### src/rtl/npc_bpred.sv
// Next-PC generator with a direct-mapped BTB and 2-bit saturating direction counters.
// Optional statistics counters (br_count/miss_count) are enabled by defining BP_STATS_EN.
module npc_bpred #(
    parameter int unsigned ENTRIES  = 64,
    parameter int unsigned TAG_W    = 8,
    parameter logic [1:0]  CNT_INIT = 2'b01
) (
    input  logic        clk,
    input  logic        rst,
    input  logic [31:0] pc_if,
    input  logic        jal_id,
    input  logic [31:0] jal_target_id,
    input  logic        jalr_ex,
    input  logic [31:0] jalr_target_ex,
    input  logic        br_ex,
    input  logic        taken_ex,
    input  logic [31:0] target_ex,
    input  logic [31:0] pc_ex,
    input  logic        pred_taken_ex,
    input  logic [31:0] pred_target_ex,
    output logic [31:0] npc,
    output logic        pred_taken,
    output logic [31:0] pred_target,
    output logic        mispredict
`ifdef BP_STATS_EN
    ,
    output logic [31:0] br_count,
    output logic [31:0] miss_count
`endif
);

    localparam int unsigned IDX_W = $clog2(ENTRIES);

    logic [ENTRIES-1:0] valid_q;
    logic [1:0]         cnt_q    [ENTRIES];
    logic [TAG_W-1:0]   tag_q    [ENTRIES];
    logic [31:0]        target_q [ENTRIES];

    logic [IDX_W-1:0] idx_if, idx_ex;
    logic [TAG_W-1:0] tag_if, tag_ex;
    logic             hit_if, hit_ex;
    logic [31:0]      pc_if_plus4, pc_ex_plus4;
    logic [1:0]       cnt_d;
    logic             unused_pc_bits;

    assign idx_if = pc_if[IDX_W+1:2];
    assign tag_if = pc_if[IDX_W+TAG_W+1:IDX_W+2];
    assign idx_ex = pc_ex[IDX_W+1:2];
    assign tag_ex = pc_ex[IDX_W+TAG_W+1:IDX_W+2];
    assign unused_pc_bits = ^{pc_if, pc_ex};

    assign pc_if_plus4 = pc_if + 32'd4;
    assign pc_ex_plus4 = pc_ex + 32'd4;

    assign hit_if = valid_q[idx_if] && (tag_q[idx_if] == tag_if);
    assign hit_ex = valid_q[idx_ex] && (tag_q[idx_ex] == tag_ex);

    assign pred_taken  = hit_if && cnt_q[idx_if][1];
    assign pred_target = pred_taken ? target_q[idx_if] : pc_if_plus4;

    assign mispredict = br_ex && ((taken_ex != pred_taken_ex) ||
                        (taken_ex && pred_taken_ex && (pred_target_ex != target_ex)));

    always_comb begin
        if (mispredict && taken_ex)       npc = target_ex;
        else if (mispredict)              npc = pc_ex_plus4;
        else if (jalr_ex)                 npc = jalr_target_ex;
        else if (jal_id)                  npc = jal_target_id;
        else                              npc = pred_target;
    end

    // A miss that is taken allocates weakly-taken; a hit moves the counter with saturation.
    always_comb begin
        cnt_d = cnt_q[idx_ex];
        if (!hit_ex)                        cnt_d = 2'b10;
        else if (taken_ex && cnt_d != 2'b11) cnt_d = cnt_d + 2'd1;
        else if (!taken_ex && cnt_d != 2'b00) cnt_d = cnt_d - 2'd1;
    end

    always_ff @(posedge clk or posedge rst) begin
        if (rst) begin
            valid_q <= '0;
            for (int unsigned i = 0; i < ENTRIES; i++) cnt_q[i] <= CNT_INIT;
        end else if (br_ex && (hit_ex || taken_ex)) begin
            valid_q[idx_ex] <= 1'b1;
            cnt_q[idx_ex]   <= cnt_d;
        end
    end

    // Tags and targets need no reset: they are only observed through a valid entry.
    always_ff @(posedge clk) begin
        if (br_ex && taken_ex) begin
            tag_q[idx_ex]    <= tag_ex;
            target_q[idx_ex] <= target_ex;
        end
    end

`ifdef BP_STATS_EN
    logic [31:0] br_count_q, miss_count_q;

    always_ff @(posedge clk or posedge rst) begin
        if (rst) begin
            br_count_q   <= '0;
            miss_count_q <= '0;
        end else if (br_ex) begin
            br_count_q <= br_count_q + 32'd1;
            if (mispredict) miss_count_q <= miss_count_q + 32'd1;
        end
    end

    assign br_count   = br_count_q;
    assign miss_count = miss_count_q;
`endif

endmodule
### config.mk
export PLATFORM = sky130hd
export DESIGN_NAME = npc_bpred
export DESIGN_NICKNAME = d
export VERILOG_FILES = /design/src/rtl/npc_bpred.sv
export SDC_FILE = /design/constraint.sdc
export NUM_CORES = 2
export LEC_CHECK = 0
export CAP_MARGIN = 25
export CORE_MARGIN = 1
export CORE_UTILIZATION = 50
export CTS_BUF_LIST = sky130_fd_sc_hd__clkbuf_2
export DETAILED_ROUTE_END_ITERATION = 7
export PLACE_DENSITY = 0.69
export SYNTH_ARGS = -nofsm -noshare
export SYNTH_HDL_FRONTEND = slang
export SYNTH_SLANG_ARGS = --single-unit
### constraint.sdc
create_clock -name clk -period 6.7 [get_ports clk]
set_input_delay 1.34 -clock clk [delete_from_list [all_inputs] [get_ports clk]]
set_output_delay 1.34 -clock clk [all_outputs]
set_load 0.005 [all_outputs]
=== Word-level counts from Yosys, hierarchy flattened ===
Memory sizes are Yosys's and may differ from the RTL's.
Cells that the tools add are included.

* $add $sub $neg: 4
* Magnitude comparators: 6
* Equality and inequality tests: 5
* Multiplexer cells: 25
* Bitwise operators: 3
* Reduce and logical (&&, ||, !) cells: 17

{| class="wikitable"
|+ Operators with widths
! operator !! number
|-
| $mux 32 || 5
|-
| $bwmux 128 || 1
|-
| $add 32x3->32 const B || 2
|-
| $or 64x64->64 || 1
|-
| $ne 32x32->1 || 1
|-
| $bmux 2 s6 || 2
|-
| $eq 8x8->1 || 2
|-
| $mux 2 || 8
|-
| $ge 7x7->1 const B || 2
|-
| $lt 6x7->1 const B || 2
|-
| $not 6->7 || 2
|-
| $logic_and 1x1->1 || 13
|-
| $bmux 1 s6 || 2
|-
| $demux 2 s6 || 1
|-
| $lt 7x1->1 const B || 1
|-
| $demux 1 s6 || 1
|-
| $ge 6x1->1 const B || 1
|-
| $mux 1 || 5
|-
| $add 2x1->2 const B || 1
|-
| $logic_or 1x1->1 || 2
|-
| $ne 2x2->1 const B || 1
|-
| $reduce_bool 2->1 || 1
|-
| $sub 2x1->2 const B || 1
|-
| $logic_not 1->1 || 1
|-
| $ne 1x1->1 || 1
|}

* Flip-flop bits (word level): 192
* RAM bits: 2,560
* Output and inout port bits: 66
* Word-level logic and storage cells: 127
* Memories kept: 2

{| class="wikitable"
|+ Memories
! name !! words !! width !! read ports !! clocked after Yosys merged registers in !! write ports !! line !! source
|-
| target_q || 64 || 32 || 1 || 0 || 1 || 37 || <nowiki>logic [31:0] target_q [ENTRIES];</nowiki>
|-
| tag_q || 64 || 8 || 2 || 0 || 1 || 36 || <nowiki>logic [TAG_W-1:0] tag_q [ENTRIES];</nowiki>
|}

=== Logic depth before layout (Yosys ltp) ===
* Depth after elaboration: 10
* Mapped depth: 21
* Gate-level depth less buffers: 14

=== Worst setup path after synthesis ===
OpenSTA, ideal clock, no wires.

* Kind: input -> output
* From: input port pc_if[2]
* To: output port npc[30]
* Data arrival time: 5.193 ns
* Slack: 0.167 ns
* Stages: 12
* Path buffers: 7
* Cells stage by stage: buf_4 > buf_4 > buf_4 > buf_2 > buf_2 > clkbuf_1 > buf_1 > mux4_2 > mux4_2 > mux4_2 > mux2_2 > o21a_1

* Longest elaborated chain between the ends: 10
* Elaborated cells between the ends (all ways): 17

{| class="wikitable"
|+ Ends and longest elaborated chain
! what !! line !! source
|-
| start: declaration || 10 || <nowiki>input logic [31:0] pc_if,</nowiki>
|-
| parallel branches: the longest is 5 deep, another holds $mem_v2 64x8 || n/a ||
|-
| $mux 32 * || 59 || <nowiki>assign pred_target = pred_taken ? target_q[idx_if] : pc_if_plus4;</nowiki>
|-
| via pred_target[30] || 23 || <nowiki>output logic [31:0] pred_target,</nowiki>
|-
| $mux 32 * || 68 || <nowiki>else if (jal_id) npc = jal_target_id;</nowiki>
|-
| $mux 32 * || 67 || <nowiki>else if (jalr_ex) npc = jalr_target_ex;</nowiki>
|-
| $mux 32 * || 66 || <nowiki>else if (mispredict) npc = pc_ex_plus4;</nowiki>
|-
| $mux 32 * || 65 || <nowiki>if (mispredict && taken_ex) npc = target_ex;</nowiki>
|-
| end: declaration || 21 || <nowiki>output logic [31:0] npc,</nowiki>
|}

Mark *: on every way through the listed nets, which the timed path passes. The select of a mux whose other input is x is not followed.

==> impl_metrics.ini <==
[outcome]
status = finished, violations left
violations = design-rule violations, negative setup slack

[cells_and_area]
nets = 7070
drive_above_1_share_pct = 41.6
stdcell_area_um2 = 133000
area_growth_pct = 15.5
n_fill_cell = 17100

[clock_network]
clock_latency_ns = 2.00
cts_tree = built
ctsHtreeMaxLevel = 6
clock_sinks = 2752
clkTransAtPathRegs_ns = 0.13
clockRootBuffer = clkbuf_2
cts.path.max_buffers = 4
cts_buffers = 693

[power]
vdd_drop_max_v = 0.000177
leakage_nw = 44.6
pwr_density_cell_nw_per_um2 = 251

[timing]
slew_headroom_pct = 14.5
worst_slack_ns = -0.773
fin_crit_sh_pct = 112
fin_skew_ns = 0.156
worstMarginPinSlew_ns = 1.28
hold_viol = 0
rsz0062_at_grt = yes
setup_tns_ns = -37.38
slew_violations = 0
setup_viol = 65
max_freq_mhz = 134
fin_crit_ns = 7.47

[logic_synthesis]
synth_top_flop_cell = edfxtp_1
yosysSeqAreaShare_pct = 71.2
synth_mux_area_share_pct = 19.3
syn_area_um2 = 115000
yosys_register_bits = 2752
netlist_instances = 5658
ys_warn_count = 0
synth-simple-area-share_pct = 2.63
synth_top_family_by_area = multiplexers
synthXorXnorAreaFrac_pct = 0.755
yosysTopAreaCell = edfxtp_1
synth_top_area_share_pct = 67.0
synth_compound_area_share_pct = 4.46
syn_area_per_cell_um2 = 20.3
synth_area_leaders = edfxtp_1 67%, mux4_2 17%, dfrtp_1 2.8%, mux2_2 1.6%, dfstp_2 1.5%
ys_async_sr_fraction_pct = 6.98
synthesis.nets = 5862
synth.distinct_cells = 82
synth_edf_count = 2560
synthAdderAreaFrac_pct = 0.0545

[critical_path]
cp-end-kind = output port
reg2reg_depth = 12
worstPathMaxFanout = 5
crit_arrival_ns = 6.13
startpoint = tag_q[42][5]
critical_path_class = register to output port
required_ns = 5.36
r2r_setup_slack_ns = 2.27
endpoint = npc[10]
startpoint_type = register
reg2reg_from = tag_q[63][3]
timing.rr.end = cnt_q[65]

[min_path]
worstHoldPathCells = 2
hold_path.class = input port to register

[floorplan]
ios = 265
dieArea_um2 = 232000
start_util_pct = 50.4
chipHeight_um = 481
row_count = 175
die_x_um = 481
fp.coreArea_um2 = 228000

[detailed_routing]
vias = 70700
via_per_inst = 6.80
routedWlPerCell_um = 40.0
firstDrtPassIters = 8
wl_mm = 416
drt_iter0_markers = 12300
drc = 9
drtAntennaViolNets = 0

[job]
maxCapViolCount = 0

[placement]
post-dp-hpwl_mm = 251
gp_congestion = 1.01
dpl_cell_area_um2 = 125000
portBuffers = 264

[grt]
grtUsageTotal_pct = 36.1
grt_pass1_vias = 69600
grt_max_degree = 135
grt_pass1_wl_mm = 564
overflow = 0
antenna_found_initial = 21
cells by family (layout without fill, tap and decap cells):
family          Yosys count  count (layout)
flops                  2752            2752
mux                    1124            1124
compound gates          661             661
simple gates            591             591
buf+inv                 426            2122
xor+xnor                 99              99
fa+ha+maj                 5               5
other cells               0              30
cells in the mapped netlist (42+ instances only):
| master | number |
|---|---|
| edfxtp_1 | 2560 |
| mux4_2 | 851 |
| clkbuf_1 | 186 |
| mux2_2 | 162 |
| nand2_1 | 148 |
| dfrtp_1 | 128 |
| nor2_1 | 118 |
| buf_2 | 114 |
| mux2i_1 | 108 |
| a22oi_1 | 100 |
| nand3_1 | 94 |
| a221oi_1 | 73 |
| o22ai_1 | 69 |
| or2_2 | 68 |
| dfstp_2 | 64 |
| buf_1 | 56 |
| o21ai_0 | 56 |
| o31ai_1 | 50 |
| xnor2_1 | 50 |
| xor2_1 | 49 |
| o311ai_0 | 47 |
| a21oi_1 | 42 |
sequential cells by signal (all words and copies together), names as in the netlist:
register,cells
target_q,2048
tag_q,512
cnt_q,128
valid_q,64
worst min path at each step:
stage	slack (ns)	startpoint	endpoint
2_1_floorplan	0.43	valid_q[46]	valid_q[46]
3_3_place_gp	0.45	valid_q[46]	valid_q[46]
3_5_place_dp	0.46	valid_q[46]	valid_q[46]
4_1_cts	0.007	target_ex[16]	target_q[59][16]
5_1_grt	0.04	target_ex[12]	target_q[35][12]
6_report	0.18	target_ex[12]	target_q[35][12]
power by group:
part	total, W	internal [W]	switching [W]
Clock	0.0112	0.00436	0.00685
Sequential	0.0190	0.0189	0.000121
Combinational	0.00303	0.00125	0.00177
Total	0.0333	0.0245	0.00875
layer usage:
layer	part of all wire, %	vias up	track usage, %	wire (um)
li1	-	26900	-	-
met1	34	36700	45.8	141000
met2	45	5818	53.7	187000
met3	12	1232	9.79	51800
met4	8.8	10	26.8	36800
met5	0.024	-	0.124	100
final cells by class:
class / count / area [um^2] / area share, %
multi-input cells: 2480 / 31900 / 24.1
clock inverters: 194 / 1070 / 0.805
repair buffers: 895 / 8850 / 6.67
flip-flops and latches: 2752 / 81800 / 61.7
diodes: 30 / 75.1 / 0.0566
clock buffers: 989 / 4950 / 3.73
inverters: 44 / 218 / 0.164
well taps: 3009 / 3760 / 2.84
repair_timing:
action / in CTS / in global routing
gates cloned: 2 / 0
endpoints found under the hold margin: 1184 / 0
resized for setup: 280 / 91
pin swaps: 13 / 7
setup endpoints to repair: 65 / 66
hold buffers: 28 / 0
setup buffers: 21 / 18
metrics by stage:
step / setup slack, ns / cells / util (%) / hold WS, ns / total power [W]
2_1_floorplan: 0.167 / 5658 / - / 0.435 / 0.0208
3_3_place_gp: -1.38 / 9108 / 55.0 / 0.451 / 0.0223
3_5_place_dp: -0.449 / 9116 / 55.1 / 0.458 / 0.0223
4_1_cts: -0.966 / 10300 / 58.1 / 0.00682 / 0.0333
5_1_grt: -0.937 / 10400 / 58.2 / 0.0373 / 0.0343
6_report: -0.773 / 10400 / 58.2 / 0.179 / 0.0333
placed cells by master (no fill, tap or decap), drive strengths merged, types with 28 or more instances in the layout:
cell type	Yosys	layout
edfxtp	2560	2560
clkbuf	186	1010
mux4	851	851
buf	196	694
clkinv	2	178
mux2	165	165
clkdlybuf4s50	0	149
nand2	149	149
dfrtp	128	128
nor2	118	118
mux2i	108	108
a22oi	100	100
nand3	94	94
a221oi	73	73
o22ai	69	69
or2	68	68
dfstp	64	64
o21ai	57	57
o31ai	50	50
xnor2	50	50
a211oi	50	50
xor2	49	49
o311ai	47	47
inv	42	45
a21oi	42	42
diode	0	30
dlygate4sd3	0	28
worst max-delay path, stage by stage, from the launching register on:
cell and delay [ns]:
edfxtp_1 0.42, mux4_2 0.50, mux2i_4 0.22, o22a_1 0.17, nand4_1 0.20, mux2_4 0.37
a2111o_1 0.30, or4_4 0.43, nor4_4 0.20, buf_12 0.15, buf_16 0.15, buf_6 0.12
buf_12 0.11, mux2_4 0.33, a221o_1 0.35, clkbuf_2 0.12
Power figures use the tool's default switching activity.
